<file path="src/rtl/qspi_flash_pkg.sv">
// rtl/qspi_flash_pkg.sv - opcodes, FSM state type and JEDEC ID byte select for the QSPI flash responder
package qspi_flash_pkg;

  localparam logic [7:0] OP_READ  = 8'h03;
  localparam logic [7:0] OP_FREAD = 8'h0B;
  localparam logic [7:0] OP_RDID  = 8'h9F;

  typedef enum logic [2:0] {IDLE, CMD, ADDR, DUMMY, DATA, ID, IGNORE} state_t;

  function automatic logic [7:0] id_byte(input logic [23:0] id, input logic [1:0] idx);
    case (idx)
      2'd0:    return id[23:16];
      2'd1:    return id[15:8];
      default: return id[7:0];
    endcase
  endfunction

endpackage

</file>
<file path="src/rtl/qspi_flash_resp_if.sv">
// rtl/qspi_flash_resp_if.sv - byte-wide memory read port used by the QSPI flash responder
interface qspi_flash_resp_if #(
  parameter int AW = 24
);
  logic          mem_rd_en;
  logic [AW-1:0] mem_rd_addr;
  logic [7:0]    mem_rd_data;

  modport master (output mem_rd_en, output mem_rd_addr, input mem_rd_data);
  modport slave  (input mem_rd_en, input mem_rd_addr, output mem_rd_data);
endinterface

</file>
<file path="src/rtl/qspi_pin_sync.sv">
// rtl/qspi_pin_sync.sv - multi-flop synchronizer plus one-flop edge detect for a small pin bus
module qspi_pin_sync #(
  parameter int W      = 3,
  parameter int STAGES = 2
) (
  input  logic         clk,
  input  logic         rst_n,
  input  logic [W-1:0] d,
  output logic [W-1:0] q,
  output logic [W-1:0] rise,
  output logic [W-1:0] fall
);

  logic [STAGES-1:0][W-1:0] stg;
  logic [W-1:0]             prev;

  // Reset to all-zero so a CS held low across reset release produces no fall edge.
  always_ff @(posedge clk) begin
    if (!rst_n) begin
      stg  <= '0;
      prev <= '0;
    end else begin
      stg[0] <= d;
      for (int i = 1; i < STAGES; i++) stg[i] <= stg[i-1];
      prev <= stg[STAGES-1];
    end
  end

  assign q    = stg[STAGES-1];
  assign rise = stg[STAGES-1] & ~prev;
  assign fall = ~stg[STAGES-1] & prev;

endmodule

</file>
<file path="src/rtl/qspi_flash_resp.sv">
// rtl/qspi_flash_resp.sv - single-lane SPI-NOR responder: decodes READ/FAST_READ/RDID, serves bytes
// from a byte-wide memory read port, oversampling the SPI pins on sys_clk.
module qspi_flash_resp
  import qspi_flash_pkg::*;
#(
  parameter int          AW           = 24,
  parameter logic [23:0] JEDEC_ID     = 24'hC22018,
  parameter int          DUMMY_CYCLES = 8,
  parameter int          SYNC_STAGES  = 2
) (
  input  logic              sys_clk,
  input  logic              sys_rst_n,
  input  logic              spi_cs_n_i,
  input  logic              spi_sck_i,
  input  logic              spi_mosi_i,
  output logic              spi_miso_o,
  output logic              spi_miso_oe,
  qspi_flash_resp_if.master mem,
  output logic              busy,
  output logic              cmd_err
);

  logic [2:0] pin_lvl, pin_rise, pin_fall;

  qspi_pin_sync #(.W(3), .STAGES(SYNC_STAGES)) u_sync (
    .clk  (sys_clk),
    .rst_n(sys_rst_n),
    .d    ({spi_cs_n_i, spi_sck_i, spi_mosi_i}),
    .q    (pin_lvl),
    .rise (pin_rise),
    .fall (pin_fall)
  );

  logic cs_rise, cs_fall, sck_rise, sck_fall, mosi;
  assign cs_rise  = pin_rise[2];
  assign cs_fall  = pin_fall[2];
  assign sck_rise = pin_rise[1];
  assign sck_fall = pin_fall[1];
  assign mosi     = pin_lvl[0];

  state_t        state;
  logic [4:0]    bit_cnt;
  logic [7:0]    rx_shift;
  logic [7:0]    tx_shift;
  logic [7:0]    tx_hold;
  logic [AW-1:0] addr;
  logic [1:0]    id_idx;
  logic          fast;
  logic          rd_en;
  logic          rd_load;
  logic [7:0]    rx_next;
  logic [7:0]    cur_byte;

  assign rx_next  = {rx_shift[6:0], mosi};
  assign cur_byte = (state == ID) ? id_byte(JEDEC_ID, id_idx) : tx_hold;

  assign mem.mem_rd_en   = rd_en;
  assign mem.mem_rd_addr = addr;

  logic unused_pins;
  assign unused_pins = ^{pin_lvl[2:1], pin_rise[0], pin_fall[0], rx_shift[7]};

  always_ff @(posedge sys_clk) begin
    if (!sys_rst_n) begin
      state       <= IDLE;
      bit_cnt     <= '0;
      rx_shift    <= '0;
      tx_shift    <= '0;
      tx_hold     <= '0;
      addr        <= '0;
      id_idx      <= '0;
      fast        <= 1'b0;
      rd_en       <= 1'b0;
      rd_load     <= 1'b0;
      spi_miso_o  <= 1'b1;
      spi_miso_oe <= 1'b0;
      busy        <= 1'b0;
      cmd_err     <= 1'b0;
    end else begin
      rd_en   <= 1'b0;
      cmd_err <= 1'b0;
      rd_load <= rd_en;
      // Fetched byte is staged in tx_hold so the byte still shifting out is not clobbered.
      if (rd_load) tx_hold <= mem.mem_rd_data;

      if (cs_rise) begin
        state       <= IDLE;
        bit_cnt     <= '0;
        spi_miso_oe <= 1'b0;
        spi_miso_o  <= 1'b1;
        busy        <= 1'b0;
        rd_load     <= 1'b0;
      end else begin
        case (state)
          IDLE: begin
            if (cs_fall) begin
              state   <= CMD;
              busy    <= 1'b1;
              bit_cnt <= '0;
            end
          end
          CMD: begin
            if (sck_rise) begin
              rx_shift <= rx_next;
              if (bit_cnt == 5'd7) begin
                bit_cnt <= '0;
                case (rx_next)
                  OP_READ:  begin state <= ADDR; fast <= 1'b0; end
                  OP_FREAD: begin state <= ADDR; fast <= 1'b1; end
                  OP_RDID:  begin state <= ID;   id_idx <= '0; end
                  default:  begin state <= IGNORE; cmd_err <= 1'b1; end
                endcase
              end else begin
                bit_cnt <= bit_cnt + 5'd1;
              end
            end
          end
          ADDR: begin
            if (sck_rise) begin
              addr <= {addr[AW-2:0], mosi};
              if (bit_cnt == 5'd23) begin
                bit_cnt <= '0;
                rd_en   <= 1'b1;
                state   <= fast ? DUMMY : DATA;
              end else begin
                bit_cnt <= bit_cnt + 5'd1;
              end
            end
          end
          DUMMY: begin
            if (sck_rise) begin
              if (bit_cnt == 5'(DUMMY_CYCLES - 1)) begin
                bit_cnt <= '0;
                state   <= DATA;
              end else begin
                bit_cnt <= bit_cnt + 5'd1;
              end
            end
          end
          DATA, ID: begin
            if (sck_rise) begin
              bit_cnt <= (bit_cnt == 5'd7) ? 5'd0 : bit_cnt + 5'd1;
              // Fetch the next byte on the 7th rise; it lands in tx_hold well before the byte boundary.
              if (state == DATA && bit_cnt == 5'd6) begin
                addr  <= addr + AW'(1);
                rd_en <= 1'b1;
              end
            end
            if (sck_fall) begin
              spi_miso_oe <= 1'b1;
              if (bit_cnt == 5'd0) begin
                spi_miso_o <= cur_byte[7];
                tx_shift   <= {cur_byte[6:0], 1'b0};
                if (state == ID) id_idx <= (id_idx == 2'd2) ? 2'd0 : id_idx + 2'd1;
              end else begin
                spi_miso_o <= tx_shift[7];
                tx_shift   <= {tx_shift[6:0], 1'b0};
              end
            end
          end
          IGNORE: ;
          default: state <= IDLE;
        endcase
      end
    end
  end

endmodule

</file>
<file path="src/flat_wrapper.sv">
// flat-port wrapper written by rule: the top's interface ports become plain ports
module qspi_flash_resp_flat import qspi_flash_pkg::*;
#(
  parameter int          AW           = 24,
  parameter logic [23:0] JEDEC_ID     = 24'hC22018,
  parameter int          DUMMY_CYCLES = 8,
  parameter int          SYNC_STAGES  = 2
)
  (sys_clk, sys_rst_n, spi_cs_n_i, spi_sck_i, spi_mosi_i, spi_miso_o, spi_miso_oe, busy, cmd_err, mem_mem_rd_en, mem_mem_rd_addr, mem_mem_rd_data);
  qspi_flash_resp_if #(.AW(AW)) mem_i ();
  input  logic sys_clk;
  input  logic sys_rst_n;
  input  logic spi_cs_n_i;
  input  logic spi_sck_i;
  input  logic spi_mosi_i;
  output logic spi_miso_o;
  output logic spi_miso_oe;
  output logic busy;
  output logic cmd_err;
  output wire logic [$bits(mem_i.mem_rd_en)-1:0] mem_mem_rd_en;
  output wire logic [$bits(mem_i.mem_rd_addr)-1:0] mem_mem_rd_addr;
  input wire logic [$bits(mem_i.mem_rd_data)-1:0] mem_mem_rd_data;
  assign mem_mem_rd_en = mem_i.mem_rd_en;
  assign mem_mem_rd_addr = mem_i.mem_rd_addr;
  assign mem_i.mem_rd_data = mem_mem_rd_data;
  qspi_flash_resp #(.AW(AW), .JEDEC_ID(JEDEC_ID), .DUMMY_CYCLES(DUMMY_CYCLES), .SYNC_STAGES(SYNC_STAGES)) u_core (.sys_clk(sys_clk), .sys_rst_n(sys_rst_n), .spi_cs_n_i(spi_cs_n_i), .spi_sck_i(spi_sck_i), .spi_mosi_i(spi_mosi_i), .spi_miso_o(spi_miso_o), .spi_miso_oe(spi_miso_oe), .mem(mem_i), .busy(busy), .cmd_err(cmd_err));
endmodule
</file>
<file path="config.mk">
export PLATFORM = sky130hd
export DESIGN_NAME = qspi_flash_resp_flat
export DESIGN_NICKNAME = d
export VERILOG_FILES = /design/src/rtl/qspi_flash_pkg.sv /design/src/rtl/qspi_flash_resp_if.sv /design/src/rtl/qspi_pin_sync.sv /design/src/rtl/qspi_flash_resp.sv /design/src/flat_wrapper.sv
export SDC_FILE = /design/constraint.sdc
export NUM_CORES = 1
export LEC_CHECK = 0
export ABC_AREA = 1
export BUFFER_PORTS_ARGS = -buffer_cell sky130_fd_sc_hd__buf_2
export CAP_MARGIN = 30
export CORE_AREA = 4 4 96 107
export DETAILED_ROUTE_END_ITERATION = 10
export DIE_AREA = 0 0 100 111
export GPL_TIMING_DRIVEN = 1
export PLACE_DENSITY = 0.62
export SLEW_MARGIN = 25
export SYNTH_ARGS = -nofsm -noshare
export SYNTH_HDL_FRONTEND = slang
export SYNTH_SLANG_ARGS = --single-unit
</file>
<file path="constraint.sdc">
create_clock -name sys_clk -period 1.6 [get_ports sys_clk]
set_clock_uncertainty 0.1 [all_clocks]
set_input_delay 0.32 -clock sys_clk [delete_from_list [all_inputs] [get_ports sys_clk]]
set_output_delay 0.32 -clock sys_clk [all_outputs]
set_load 0.005 [all_outputs]
</file>
==> report_table.html, run 1 <==
<table>
<tr><th>Metric</th><th>Value</th></tr>
<tr><th colspan="2">Run status</th></tr>
<tr><td>Status</td><td>finished, violations left</td></tr>
<tr><td>Violations in the final reports</td><td>setup timing</td></tr>
<tr><th colspan="2">Worst setup path</th></tr>
<tr><td>Worst reg-to-reg path cell count</td><td>8</td></tr>
<tr><td>Cell seen most often among critical-path stages</td><td>nand2_2</td></tr>
<tr><td>CP endpoint</td><td>u_core.id_idx[0]</td></tr>
<tr><td>Crit. End Element</td><td>flop</td></tr>
<tr><td>Reg2Reg Setup Slack</td><td>-0.01 ns</td></tr>
<tr><td>Maximum single-stage delay on the critical path</td><td>0.38 ns</td></tr>
<tr><td>Data required time at the worst endpoint</td><td>between 1.5 and 2 ns</td></tr>
<tr><td>Arrival time at the worst endpoint</td><td>1.75 ns</td></tr>
<tr><td>Reg-to-Reg End</td><td>u_core.id_idx[0]</td></tr>
<tr><td>Cell at the slowest stage of the critical path</td><td>dfxtp_4</td></tr>
<tr><td>Reg-to-reg startpoint</td><td>u_core.bit_cnt[1]</td></tr>
<tr><td>Worst-path maximum fanout</td><td>4</td></tr>
<tr><td>Launch point of the critical path</td><td>u_core.bit_cnt[1]</td></tr>
<tr><td>Ordered cell list for the critical path</td><td>ha_1 -&gt; nand2_2 -&gt; nor2_4 -&gt; nand2_2 -&gt; a21oi_4 -&gt; nand3_2 -&gt; o21ai_2 -&gt; nor2_1</td></tr>
<tr><td>Logic depth of the worst path, buffers included</td><td>8</td></tr>
<tr><td>Worst Path Buf+Inv</td><td>0</td></tr>
<tr><td>Critical path class</td><td>flop to flop</td></tr>
<tr><td>CP delay by family, top</td><td>simple AND/OR/NAND/NOR gates</td></tr>
<tr><td>Element type at the critical path start</td><td>flop</td></tr>
<tr><th colspan="2">Route</th></tr>
<tr><td>Post-route DRC</td><td>0</td></tr>
<tr><td>Total via count in the routed design</td><td>4196</td></tr>
<tr><td>Routed wirelength normalized by instance count</td><td>13.0 um</td></tr>
<tr><td>Detail-routed via count per cell</td><td>5.14</td></tr>
<tr><td>Starting DRT DRC Count</td><td>around 170</td></tr>
<tr><td>Overall routed net length</td><td>10.6 mm</td></tr>
<tr><td>Detailed-routing iteration count for the pre-antenna-repair pass</td><td>5</td></tr>
<tr><td>Post-detailed-route count of antenna-violating nets</td><td>0</td></tr>
<tr><th colspan="2">Timing</th></tr>
<tr><td>Final hold violation count</td><td>0</td></tr>
<tr><td>WHS</td><td>0.0563 ns</td></tr>
<tr><td>Period utilization</td><td>101%</td></tr>
<tr><td>RSZ-0062 raised after global routing</td><td>yes</td></tr>
<tr><td>Number of slew-limit violations in the final report</td><td>0</td></tr>
<tr><td>Setup ws final</td><td>-0.0132 ns</td></tr>
<tr><td>Setup violation total in the final timing report</td><td>3</td></tr>
<tr><td>Worst slew pin tran</td><td>roughly 0.36 ns</td></tr>
<tr><td>Post-route minimum period</td><td>about 1.6 ns</td></tr>
<tr><td>Tightest slew margin relative to the limit</td><td>about three quarters</td></tr>
<tr><td>Peak clock frequency supported by timing</td><td>0.620 GHz</td></tr>
<tr><th colspan="2">Layout</th></tr>
<tr><td>Share of layout cells above drive strength 1</td><td>approximately 28%</td></tr>
<tr><td>Number of diodes added for antenna fixing</td><td>0</td></tr>
<tr><td>Final standard cell area without fillers</td><td>5020 sq um</td></tr>
<tr><td>Combined flip-flop and latch cell area</td><td>1440 sq um</td></tr>
<tr><td>Multi-input gate area</td><td>2230 sq um</td></tr>
<tr><td>Count of filler cells inserted in the layout</td><td>907</td></tr>
<tr><td>Number of nets at the end of the flow</td><td>around 700</td></tr>
<tr><td>Final non-filler cell total</td><td>817</td></tr>
<tr><td>Layout-stage area growth over the synthesis result</td><td>32.2%</td></tr>
<tr><th colspan="2">Floorplan</th></tr>
<tr><td>Core area</td><td>9210 sq um</td></tr>
<tr><td>Number of top-level design ports</td><td>42</td></tr>
<tr><td>Cell row count</td><td>37</td></tr>
<tr><td>Die boundary width</td><td>100 um</td></tr>
<tr><td>Die outline area</td><td>between 10000 and 15000 sq um</td></tr>
<tr><td>Initial Utilization</td><td>41.2%</td></tr>
<tr><td>Die H</td><td>111 um</td></tr>
<tr><th colspan="2">Power and ir drop</th></tr>
<tr><td>Cell area power density</td><td>approximately 800 nW/um^2</td></tr>
<tr><td>Peak supply drop</td><td>0.517 mV</td></tr>
<tr><td>Leakage power summed over all cells</td><td>2.01 nW</td></tr>
<tr><td>Total power</td><td>4.03 mW</td></tr>
<tr><th colspan="2">Hold path</th></tr>
<tr><td>Min-Delay Path Class</td><td>input port to flop</td></tr>
<tr><th colspan="2">Clock tree</th></tr>
<tr><td>Clock Path Buffers</td><td>2</td></tr>
<tr><td>TritonCTS clock tree</td><td>built</td></tr>
<tr><td>Clock latency of the later-clocked register in the worst-skew pair</td><td>0.35 ns</td></tr>
<tr><td># H-tree levels</td><td>3</td></tr>
<tr><td>Worst-path clk slew</td><td>0.08 ns</td></tr>
<tr><td>TritonCTS buffer count</td><td>9</td></tr>
<tr><td>Sink Count</td><td>71</td></tr>
<tr><td>Clock Root Buffer</td><td>clkbuf_8</td></tr>
<tr><th colspan="2">Global route</th></tr>
<tr><td>Total global routing overflow</td><td>0</td></tr>
<tr><td>Total Routing Usage GR</td><td>between 10% and 20%</td></tr>
<tr><td>Largest net degree at the start of global routing</td><td>36</td></tr>
<tr><td>Via count of the first global-routing pass</td><td>slightly below 4000</td></tr>
<tr><td>Initial antenna violation count</td><td>0</td></tr>
<tr><td>Wire length of the first global-routing pass</td><td>around 17 mm</td></tr>
<tr><th colspan="2">Synth</th></tr>
<tr><td>Synthesized flop and latch total</td><td>71</td></tr>
<tr><td>Share of async-settable or async-resettable flops after synthesis</td><td>0%</td></tr>
<tr><td>Sequential fraction of the synthesis area</td><td>37.4%</td></tr>
<tr><td>Unique cell type count in the Yosys netlist</td><td>37</td></tr>
<tr><td>Warnings, synthesis</td><td>0</td></tr>
<tr><td>Synthesized netlist net count</td><td>614</td></tr>
<tr><td>Number of enable-type register cells in the synthesized netlist</td><td>0</td></tr>
<tr><td>Most used DFF post-synth</td><td>dfxtp_1</td></tr>
<tr><td>Synthesized netlist cell count</td><td>597</td></tr>
<tr><td>Post-synthesis instance area</td><td>between 3000 and 4000 sq um</td></tr>
<tr><td>Post-synthesis average cell area</td><td>about 6.4 sq um</td></tr>
<tr><th colspan="2">Placed design</th></tr>
<tr><td>Instance area at placement</td><td>approximately 4500 sq um</td></tr>
<tr><td>Post-Place Setup Slack</td><td>-0.171 ns</td></tr>
<tr><td>Half-perimeter wire length after detailed placement</td><td>7.53 mm</td></tr>
<tr><td>IO buf count</td><td>between 40 and 50</td></tr>
<tr><td>Placer congestion estimate</td><td>0.945</td></tr>
<tr><td>Placed cell count</td><td>797</td></tr>
<tr><th colspan="2">Job</th></tr>
<tr><td>MaxCap Viol Count</td><td>0</td></tr>
</table>
[Yosys cell counts (3+ instances only)]
cell type | number | area share [%]
inv_1 | 61 | 6.0
xor2_1 | 3 | 0.69
buf_4 | 4 | 0.79
nand3_1 | 48 | 6.3
nor3_1 | 10 | 1.3
clkbuf_1 | 6 | 0.59
nor2_2 | 3 | 0.49
ha_1 | 4 | 1.3
nor2_1 | 95 | 9.4
a21oi_1 | 52 | 6.9
nand4_1 | 4 | 0.66
buf_2 | 5 | 0.66
nand2_1 | 154 | 15
inv_2 | 3 | 0.30
o211ai_1 | 3 | 0.59
o21ai_0 | 44 | 5.8
dfxtp_1 | 71 | 37
[power by group]
part | internal [mW] | total [mW] | switching [mW]
clock network | 0.732 | 1.41 | 0.680
logic | 0.285 | 0.762 | 0.477
registers | 1.81 | 1.85 | 0.0431
total | 2.83 | 4.03 | 1.20
[logic make-up after synthesis]
| family | after synthesis | share of synthesized area (%) |
|---|---|---|
| and+or+nand+nor | 322 | 35.2 |
| xor gates and xnor gates | 4 | 0.922 |
| buffers and inverters | 84 | 9.26 |
| AOI/OAI and AO/OA | 112 | 15.9 |
| DFF | 71 | 37.4 |
| adders and majority gates | 4 | 1.32 |
[cell usage in the layout (no fill, tap or decap), drive strengths merged]
master	synthesis	final
a41oi	2	2
and2	1	1
xor2	3	3
ha	4	4
nor4	1	1
a31o	1	1
nand2	155	155
nor3	11	11
clkbuf	6	15
a22oi	1	1
buf	13	105
o21ai	47	47
a211oi	2	2
a31oi	1	1
xnor2	1	1
o211ai	3	3
dfxtp	71	71
nand3	48	48
nand4	4	4
inv	64	64
or2	3	3
a21oi	54	54
clkinvlp	0	1
nor2	99	99
clkinv	1	2
o211a	1	1
[worst reg2reg max path: cells and delay by family, from the launching register on]
family / cells / cell delay [ns]
simple gates: 5 / 0.52
fa+ha+maj: 1 / 0.18
flops: 1 / 0.38
compound gates: 2 / 0.31
[layout make-up]
class | count | share of cell area [%]
well taps | 117 | 2.91
clock inverters | 2 | 0.249
flip-flops and latches | 71 | 28.7
inverters | 65 | 4.96
multi-input cells | 442 | 44.3
clock buffers | 14 | 3.64
repair buffers | 106 | 15.2
[through the flow]
stage	setup TNS [ns]	utilization [%]
after floorplan	0	-
after global placement	-1.33	49.3
after detailed placement	-1.62	49.3
after CTS	0	52.5
after global routing	-2.61	54.5
final	-0.0167	54.5
[state kept, by name, summed over array words and instances, names as in the netlist]
signal                  cells
u_core.mem.mem_rd_addr     24
u_core.busy                 1
u_core.fast                 1
u_core.cmd_err              1
u_core.u_sync.stg           3
u_core.id_idx               2
u_core.tx_hold              8
u_core.rx_shift             7
u_core.tx_shift             7
u_core.spi_miso_oe          1
u_core.state                3
u_core.u_sync.q             3
u_core.rd_load              1
u_core.bit_cnt              5
u_core.spi_miso_o           1
u_core.mem.mem_rd_en        1
u_core.u_sync.prev          2
[worst min-delay path by stage]
stage / start / end / slack, ns / depth (start not counted)
2_1_floorplan: u_core.u_sync.stg[0] / u_core.u_sync.q[0] / 0.29 / 2
3_3_place_gp: u_core.u_sync.stg[1] / u_core.u_sync.q[1] / 0.30 / 2
3_5_place_dp: u_core.u_sync.stg[1] / u_core.u_sync.q[1] / 0.30 / 2
4_1_cts: spi_sck_i / u_core.u_sync.stg[1] / 0.03 / 3
5_1_grt: spi_sck_i / u_core.u_sync.stg[1] / 0.06 / 3
6_report: spi_mosi_i / u_core.u_sync.stg[0] / 0.06 / 3
[per-layer routing]
| metal | track usage [%] | up-vias | share of wire, % |
|---|---|---|---|
| met5 | 0 | - | 0 |
| met4 | 8.98 | 0 | 2.9 |
| li1 | - | 2125 | - |
| met2 | 31.2 | 135 | 48 |
| met3 | 3.27 | 28 | 5.9 |
| met1 | 23.5 | 1908 | 43 |
[timing repair]
action / 4_1_cts / 5_1_grt
buffers inserted: 1 / 2
hold buffers: 0 / 0
endpoints found under the setup margin: 33 / 48
cloned: 0 / 1
hold endpoints to repair: 0 / 0
pin swaps: 3 / 13
resized for setup: 30 / 49
Power figures use the tool's default switching activity.
==> run 2: changes to the inputs <==
CORE_AREA = 4 4 82 92   (was 4 4 96 107)
DIE_AREA = 0 0 86 96   (was 0 0 100 111)
PLACE_DENSITY = 0.78   (was 0.62)
clock period = 1.5 ns   (was 1.6 ns; I/O delays follow)
==> report_table.html, run 2 (synthesized netlist as in run 1, its figures left out) <==
<table>
<tr><th>Metric</th><th>Value</th></tr>
<tr><th colspan="2">Route</th></tr>
<tr><td>Detailed-routing iteration count for the pre-antenna-repair pass</td><td>5 (unchanged)</td></tr>
<tr><td>Total via count in the routed design</td><td>4534 (was 4196)</td></tr>
<tr><td>Starting DRT DRC Count</td><td>395 (was 168)</td></tr>
<tr><td>Routed wirelength normalized by instance count</td><td>15.9 um (was 13.0 um)</td></tr>
<tr><td>Post-detailed-route count of antenna-violating nets</td><td>0 (unchanged)</td></tr>
<tr><td>Post-route DRC</td><td>0 (unchanged)</td></tr>
<tr><td>Detail-routed via count per cell</td><td>5.64 (was 5.14)</td></tr>
<tr><td>Overall routed net length</td><td>12.8 mm (was 10.6 mm)</td></tr>
<tr><th colspan="2">Timing</th></tr>
<tr><td>RSZ-0062 raised after global routing</td><td>yes (unchanged)</td></tr>
<tr><td>Number of slew-limit violations in the final report</td><td>0 (unchanged)</td></tr>
<tr><td>WHS</td><td>0.0370 ns (was 0.0563 ns)</td></tr>
<tr><td>Post-route minimum period</td><td>1.68 ns (was 1.61 ns)</td></tr>
<tr><td>Tightest slew margin relative to the limit</td><td>73.5% (was 75.6%)</td></tr>
<tr><td>Period utilization</td><td>112% (was 101%)</td></tr>
<tr><td>Worst slew pin tran</td><td>0.398 ns (was 0.364 ns)</td></tr>
<tr><td>Setup violation total in the final timing report</td><td>44 (was 3)</td></tr>
<tr><td>Setup ws final</td><td>-0.180 ns (was -0.0132 ns)</td></tr>
<tr><td>Peak clock frequency supported by timing</td><td>0.595 GHz (was 0.620 GHz)</td></tr>
<tr><td>Final hold violation count</td><td>0 (unchanged)</td></tr>
<tr><th colspan="2">Floorplan</th></tr>
<tr><td>Die boundary width</td><td>86 um (was 100 um)</td></tr>
<tr><td>Initial Utilization</td><td>57.9% (was 41.2%)</td></tr>
<tr><td>Core area</td><td>6560 sq um (was 9210 sq um)</td></tr>
<tr><td>Die H</td><td>96 um (was 111 um)</td></tr>
<tr><td>Number of top-level design ports</td><td>42 (unchanged)</td></tr>
<tr><td>Cell row count</td><td>31 (was 37)</td></tr>
<tr><td>Die outline area</td><td>8260 sq um (was 11100 sq um)</td></tr>
<tr><th colspan="2">Global route</th></tr>
<tr><td>Total Routing Usage GR</td><td>28.9% (was 18.9%)</td></tr>
<tr><td>Largest net degree at the start of global routing</td><td>39 (was 36)</td></tr>
<tr><td>Wire length of the first global-routing pass</td><td>19.1 mm (was 17.4 mm)</td></tr>
<tr><td>Initial antenna violation count</td><td>0 (unchanged)</td></tr>
<tr><td>Total global routing overflow</td><td>0 (unchanged)</td></tr>
<tr><td>Via count of the first global-routing pass</td><td>4317 (was 3894)</td></tr>
<tr><th colspan="2">Clock tree</th></tr>
<tr><td>Clock Path Buffers</td><td>2 (unchanged)</td></tr>
<tr><td>TritonCTS clock tree</td><td>built (unchanged)</td></tr>
<tr><td>Clock Root Buffer</td><td>clkbuf_8 (unchanged)</td></tr>
<tr><td>Sink Count</td><td>71 (unchanged)</td></tr>
<tr><td># H-tree levels</td><td>3 (unchanged)</td></tr>
<tr><td>Clock latency of the later-clocked register in the worst-skew pair</td><td>0.36 ns (was 0.35 ns)</td></tr>
<tr><td>TritonCTS buffer count</td><td>9 (unchanged)</td></tr>
<tr><td>Post-CTS Hold Fix Bufs</td><td>0 (unchanged)</td></tr>
<tr><td>Worst-path clk slew</td><td>0.08 ns (about the same)</td></tr>
<tr><th colspan="2">Worst setup path</th></tr>
<tr><td>Arrival time at the worst endpoint</td><td>1.85 ns (was 1.75 ns)</td></tr>
<tr><td>Crit. End Element</td><td>flop (unchanged)</td></tr>
<tr><td>Critical path class</td><td>flop to flop (unchanged)</td></tr>
<tr><td>Worst-path maximum fanout</td><td>7 (was 4)</td></tr>
<tr><td>Data required time at the worst endpoint</td><td>1.67 ns (was 1.73 ns)</td></tr>
<tr><td>Element type at the critical path start</td><td>flop (unchanged)</td></tr>
<tr><th colspan="2">Run status</th></tr>
<tr><td>Status</td><td>finished, violations left (unchanged)</td></tr>
<tr><td>Violations in the final reports</td><td>setup timing (unchanged)</td></tr>
<tr><th colspan="2">Job</th></tr>
<tr><td>MaxCap Viol Count</td><td>0 (unchanged)</td></tr>
<tr><th colspan="2">Layout</th></tr>
<tr><td>Most common library cell in the layout ignoring fill and taps</td><td>nand2_1 (unchanged)</td></tr>
<tr><td>Max FFs per register</td><td>24 (unchanged)</td></tr>
<tr><td>Share of layout cells above drive strength 1</td><td>37.7% (was 27.6%)</td></tr>
<tr><td>Count of filler cells inserted in the layout</td><td>383 (was 907)</td></tr>
<tr><td>Number of nets at the end of the flow</td><td>735 (was 712)</td></tr>
<tr><td>Layout-stage area growth over the synthesis result</td><td>44.2% (was 32.2%)</td></tr>
<tr><td>Number of diodes added for antenna fixing</td><td>0 (unchanged)</td></tr>
<tr><td>Leading cell types in the layout, fill and taps excluded</td><td>133 x nand2_1, 71 x nor2_1, 69 x buf_4 (was 148 x nand2_1, 77 x nor2_1, 62 x dfxtp_1)</td></tr>
<tr><th colspan="2">Placed design</th></tr>
<tr><td>Post-Place Setup Slack</td><td>-0.208 ns (was -0.171 ns)</td></tr>
<tr><td>Placer congestion estimate</td><td>0.975 (was 0.945)</td></tr>
<tr><td>Half-perimeter wire length after detailed placement</td><td>7.80 mm (was 7.53 mm)</td></tr>
<tr><td>IO buf count</td><td>41 (unchanged)</td></tr>
<tr><th colspan="2">Power and ir drop</th></tr>
<tr><td>Leakage power summed over all cells</td><td>2.21 nW (was 2.01 nW)</td></tr>
<tr><td>Peak supply drop</td><td>1.00 mV (was 0.517 mV)</td></tr>
<tr><td>Cell area power density</td><td>871 nW/um^2 (was 802 nW/um^2)</td></tr>
<tr><th colspan="2">Hold path</th></tr>
<tr><td>Min-Delay Path Class</td><td>input port to flop (unchanged)</td></tr>
</table>
[run 2: cell types whose count changed in the layout (fill, tap and decap cells not counted), moves of 5 or more]
cell,change
nand2_1,-15
nand2_2,+14
buf_4,+12
buf_6,+11
nand3_1,-9
o21ai_0,-9
nand3_2,+8
o21ai_1,+7
a21oi_2,+6
inv_1,-6
nor2_1,-6
a21oi_1,-5
nor3_1,-5
[run 2: critical path, stage by stage (launching register included)]
cell and delay, ns:
dfxtp_1 0.31, buf_4 0.13, nor2_1 0.19, nand2_1 0.13, nor2_2 0.15, buf_6 0.13, buf_4 0.15, nand3_1 0.12
a21oi_1 0.19
[run 2: per-layer routing]
layer / up-vias / GRT usage, % / wire [um]
li1: 2180 / - / -
met1: 2070 / 32.5 / 4800
met2: 228 / 51.0 / 6560
met3: 56 / 5.82 / 923
met4: 0 / 15.8 / 532
met5: - / 0 / 0
[run 2: layout make-up]
class	count	area (sq um)	area share, %
inverters	65	264	4.82
multi-input cells	442	2470	45.1
repair buffers	129	987	18.0
clock buffers	9	124	2.26
flip-flops and latches	71	1440	26.3
clock inverters	6	86.3	1.58
well taps	82	103	1.87
[run 2: worst paths after layout]
check	cells past startpoint	startpoint	end	slack, ns
worst max register to register	8	u_core.u_sync.q[1]	u_core.tx_shift[1]	-0.18
worst min register to register	2	u_core.u_sync.stg[2]	u_core.u_sync.q[2]	0.33
worst min-delay path	3	spi_cs_n_i	u_core.u_sync.stg[2]	0.04
worst max-delay path	8	u_core.u_sync.q[1]	u_core.tx_shift[1]	-0.18
[run 2: timing repair]
action	4_1_cts	5_1_grt
endpoints found under the hold margin	0	0
gates cloned	3	0
endpoints found under the setup margin	52	53
resized for setup	56	109
pin swaps	9	31
buffers inserted	1	6
[run 2: power by group]
group | switching, mW | internal [mW] | total [mW] | leakage, nW
clock | 0.757 | 0.924 | 1.68 | 0.105
sequential | 0.0565 | 1.93 | 1.99 | 0.580
combinational | 0.658 | 0.442 | 1.10 | 1.52
total | 1.47 | 3.30 | 4.77 | 2.21
[run 2: stage by stage]
step / utilization [%] / TNS [ns] / power [mW] / instances / area (sq um)
final: 83.6 / -3.63 / 4.77 / 804 / 5480
after global routing: 83.6 / -6.68 / 4.93 / 804 / 5480
after CTS: 78.4 / -1.97 / 4.53 / 799 / 5140
after detailed placement: 71.0 / -4.77 / 2.80 / 780 / 4650
after global placement: 71.0 / -1.68 / 2.78 / 780 / 4650
after floorplan: - / -0.0372 / 2.46 / 597 / 3830
==> run 3: changes to the inputs <==
clock period = 1.66 ns   (was 1.5 ns; I/O delays follow)
==> report_table.html, run 3 (synthesized netlist as in run 1, its figures left out) <==
<table>
<tr><th>Metric</th><th>Value</th></tr>
<tr><th colspan="2">Timing</th></tr>
<tr><td>Worst slew pin tran</td><td>0.365 ns (was 0.398 ns)</td></tr>
<tr><td>Tightest slew margin relative to the limit</td><td>75.5% (was 73.5%)</td></tr>
<tr><td>Setup violation total in the final timing report</td><td>0 (was 44)</td></tr>
<tr><td>Final hold violation count</td><td>0 (unchanged)</td></tr>
<tr><td>RSZ-0062 raised after global routing</td><td>yes (unchanged)</td></tr>
<tr><td>Number of slew-limit violations in the final report</td><td>0 (unchanged)</td></tr>
<tr><td>Peak clock frequency supported by timing</td><td>0.603 GHz (was 0.595 GHz)</td></tr>
<tr><td>Period utilization</td><td>100% (was 112%)</td></tr>
<tr><td>Post-route minimum period</td><td>1.66 ns (was 1.68 ns)</td></tr>
<tr><td>Setup ws final</td><td>0.000625 ns (was -0.180 ns)</td></tr>
<tr><th colspan="2">Clock tree</th></tr>
<tr><td>TritonCTS clock tree</td><td>built (unchanged)</td></tr>
<tr><td>Worst-path clk slew</td><td>0.07 ns (was 0.08 ns)</td></tr>
<tr><td>Clock latency of the later-clocked register in the worst-skew pair</td><td>0.34 ns (was 0.36 ns)</td></tr>
<tr><td>Clock Root Buffer</td><td>clkbuf_8 (unchanged)</td></tr>
<tr><td>TritonCTS buffer count</td><td>9 (unchanged)</td></tr>
<tr><td>Post-CTS Hold Fix Bufs</td><td>0 (unchanged)</td></tr>
<tr><td>Clock Path Buffers</td><td>2 (unchanged)</td></tr>
<tr><td># H-tree levels</td><td>3 (unchanged)</td></tr>
<tr><td>Sink Count</td><td>71 (unchanged)</td></tr>
<tr><th colspan="2">Placed design</th></tr>
<tr><td>Half-perimeter wire length after detailed placement</td><td>7.09 mm (was 7.80 mm)</td></tr>
<tr><td>IO buf count</td><td>41 (unchanged)</td></tr>
<tr><td>Post-Place Setup Slack</td><td>-0.0420 ns (was -0.208 ns)</td></tr>
<tr><td>Placer congestion estimate</td><td>0.904 (was 0.975)</td></tr>
<tr><td>Instance area at placement</td><td>4360 sq um (was 4650 sq um)</td></tr>
<tr><th colspan="2">Layout</th></tr>
<tr><td>Final standard cell area without fillers</td><td>4930 sq um (was 5480 sq um)</td></tr>
<tr><td>Share of layout cells above drive strength 1</td><td>27.2% (was 37.7%)</td></tr>
<tr><td>Utilization after layout</td><td>75.2% (was 83.6%)</td></tr>
<tr><td>Layout-stage area growth over the synthesis result</td><td>29.8% (was 44.2%)</td></tr>
<tr><td>Leading cell types in the layout, fill and taps excluded</td><td>146 x nand2_1, 79 x nor2_1, 58 x inv_1 (was 133 x nand2_1, 71 x nor2_1, 69 x buf_4)</td></tr>
<tr><td>Max FFs per register</td><td>24 (unchanged)</td></tr>
<tr><td>Most common library cell in the layout ignoring fill and taps</td><td>nand2_1 (unchanged)</td></tr>
<tr><td>Number of diodes added for antenna fixing</td><td>0 (unchanged)</td></tr>
<tr><td>Number of nets at the end of the flow</td><td>701 (was 735)</td></tr>
<tr><th colspan="2">Global route</th></tr>
<tr><td>Global Route met2 Usage</td><td>43.8% (was 51.0%)</td></tr>
<tr><td>Met1 global-route usage</td><td>29.5% (was 32.5%)</td></tr>
<tr><td>Total Routing Usage GR</td><td>24.9% (was 28.9%)</td></tr>
<tr><td>Initial antenna violation count</td><td>0 (unchanged)</td></tr>
<tr><td>Total global routing overflow</td><td>0 (unchanged)</td></tr>
<tr><td>Via count of the first global-routing pass</td><td>3876 (was 4317)</td></tr>
<tr><td>Largest net degree at the start of global routing</td><td>39 (unchanged)</td></tr>
<tr><td>Wire length of the first global-routing pass</td><td>16.7 mm (was 19.1 mm)</td></tr>
<tr><td>Met3 usage</td><td>4.62% (was 5.82%)</td></tr>
<tr><td>Global-route layer with the greatest usage</td><td>met2 (unchanged)</td></tr>
<tr><th colspan="2">Worst setup path</th></tr>
<tr><td>Ordered cell list for the critical path</td><td>ha_2 -&gt; nand2_2 -&gt; nor2_4 -&gt; nand2_4 -&gt; a21oi_4 -&gt; buf_4 -&gt; nand4_1 -&gt; a21oi_1 (was buf_4 -&gt; nor2_1 -&gt; nand2_1 -&gt; nor2_2 -&gt; buf_6 -&gt; buf_4 -&gt; nand3_1 -&gt; a21oi_1)</td></tr>
<tr><td>Data required time at the worst endpoint</td><td>1.83 ns (was 1.67 ns)</td></tr>
<tr><td>Crit. End Element</td><td>flop (unchanged)</td></tr>
<tr><td>Critical path class</td><td>flop to flop (unchanged)</td></tr>
<tr><td>Element type at the critical path start</td><td>flop (unchanged)</td></tr>
<tr><td>Worst-path maximum fanout</td><td>4 (was 7)</td></tr>
<tr><td>Reg-to-Reg End</td><td>u_core.id_idx[1] (was u_core.tx_shift[1])</td></tr>
<tr><td>Arrival time at the worst endpoint</td><td>1.82 ns (was 1.85 ns)</td></tr>
<tr><td>Worst reg-to-reg path cell count</td><td>8 (unchanged)</td></tr>
<tr><td>Reg-to-reg startpoint</td><td>u_core.bit_cnt[1] (was u_core.u_sync.q[1])</td></tr>
<tr><td>Cell at the slowest stage of the critical path</td><td>dfxtp_4 (was dfxtp_1)</td></tr>
<tr><td>Logic depth of the worst path, buffers included</td><td>8 (unchanged)</td></tr>
<tr><td>CP delay by family, top</td><td>simple AND/OR/NAND/NOR gates (unchanged)</td></tr>
<tr><td>Reg2Reg Setup Slack</td><td>0.0006 ns (was -0.18 ns)</td></tr>
<tr><td>Worst Path Buf+Inv</td><td>1 (was 3)</td></tr>
<tr><td>Maximum single-stage delay on the critical path</td><td>0.38 ns (was 0.31 ns)</td></tr>
<tr><th colspan="2">Route</th></tr>
<tr><td>Starting DRT DRC Count</td><td>338 (was 395)</td></tr>
<tr><td>Total via count in the routed design</td><td>4216 (was 4534)</td></tr>
<tr><td>Routed wirelength normalized by instance count</td><td>14.0 um (was 15.9 um)</td></tr>
<tr><td>Overall routed net length</td><td>10.8 mm (was 12.8 mm)</td></tr>
<tr><td>Post-route DRC</td><td>0 (unchanged)</td></tr>
<tr><td>Detailed-routing iteration count for the pre-antenna-repair pass</td><td>6 (was 5)</td></tr>
<tr><td>Post-detailed-route count of antenna-violating nets</td><td>0 (unchanged)</td></tr>
<tr><td>Detail-routed via count per cell</td><td>5.48 (was 5.64)</td></tr>
<tr><th colspan="2">Power and ir drop</th></tr>
<tr><td>Cell area power density</td><td>787 nW/um^2 (was 871 nW/um^2)</td></tr>
<tr><td>Peak supply drop</td><td>0.724 mV (was 1.00 mV)</td></tr>
<tr><td>Leakage power summed over all cells</td><td>1.98 nW (was 2.21 nW)</td></tr>
<tr><th colspan="2">Floorplan</th></tr>
<tr><td>Die outline area</td><td>8260 sq um (unchanged)</td></tr>
<tr><td>Initial Utilization</td><td>57.9% (unchanged)</td></tr>
<tr><td>Core area</td><td>6560 sq um (unchanged)</td></tr>
<tr><td>Die boundary width</td><td>86 um (unchanged)</td></tr>
<tr><td>Cell row count</td><td>31 (unchanged)</td></tr>
<tr><td>Die H</td><td>96 um (unchanged)</td></tr>
<tr><td>Number of top-level design ports</td><td>42 (unchanged)</td></tr>
<tr><th colspan="2">Hold path</th></tr>
<tr><td>End point of the most critical hold path</td><td>u_core.u_sync.stg[1] (was u_core.u_sync.stg[2])</td></tr>
<tr><td>Min-Delay Path Class</td><td>input port to flop (unchanged)</td></tr>
<tr><td>Min-Delay Path Depth</td><td>3 (unchanged)</td></tr>
<tr><td>Start point of the worst hold path</td><td>spi_sck_i (was spi_cs_n_i)</td></tr>
<tr><th colspan="2">Run status</th></tr>
<tr><td>Status</td><td>finished clean (was finished, violations left)</td></tr>
<tr><th colspan="2">Job</th></tr>
<tr><td>MaxCap Viol Count</td><td>0 (unchanged)</td></tr>
</table>
==> run 3: cell count changes in the layout (fill, tap and decap cells not counted), sizes merged <==
cell / change
clkinvlp: -1
buf: -36
clkinv: -2
clkbuf: +7
bufinv: -2
inv: -1
==> run 3: power by group <==
group,total [mW],switching (mW),leakage (nW),internal [mW]
Sequential,1.80,0.0538,0.583,1.75
Clock,1.29,0.598,0.0946,0.691
Combinational,0.789,0.498,1.30,0.291
Total,3.88,1.15,1.98,2.73
==> run 3: layout make-up <==
type                            instances  area (sq um)
Multi-Input combinational cell        442          2260
Fill cell                             523          1620
Sequential cell                        71          1450
Timing Repair Buffer                   95           678
Inverter                               65           251
Clock buffer                           14           183
Tap cell                               82           103
==> run 3: worst max path at each step <==
stage,from,endpoint,slack (ns)
CTS,u_core.bit_cnt[0],u_core.state[1],-0.01
finish,u_core.bit_cnt[1],u_core.id_idx[1],0.0006
detailed placement,u_core.bit_cnt[1],u_core.id_idx[0],-0.04
floorplan,u_core.mem.mem_rd_addr[0],u_core.mem.mem_rd_addr[10],0.04
global route,u_core.bit_cnt[3],u_core.mem.mem_rd_addr[20],-0.06
global placement,u_core.bit_cnt[1],u_core.id_idx[0],0.02
==> run 3: timing repair <==
action / 4_1_cts / 5_1_grt
gates cloned: 0 / 2
pin swaps: 0 / 14
gates resized for setup: 7 / 81
buffers inserted: 0 / 7
setup endpoints to repair: 11 / 44
==> run 3: stage by stage <==
step,setup TNS [ns],instances,power [mW],hold WS (ns)
after CTS,-0.0188,760,3.72,0.0710
after detailed placement,-0.0753,746,2.42,0.307
after global routing,-0.920,769,4.06,0.0892
after floorplan,0,597,2.22,0.290
final,0,769,3.88,0.0760
after global placement,0,746,2.41,0.293
==> run 3: routing by layer <==
layer  share of wire, %  wire length [um]
met5                  0                 0
met4                2.3               252
met3                6.9               746
met2                 50              5430
met1                 40              4360
==> run 3: worst min-delay path: cells and delay by family <==
kind | cells | cell delay, ns
AND/OR/NAND/NOR | 1 | 0.04
buffers and inverters | 2 | 0.11
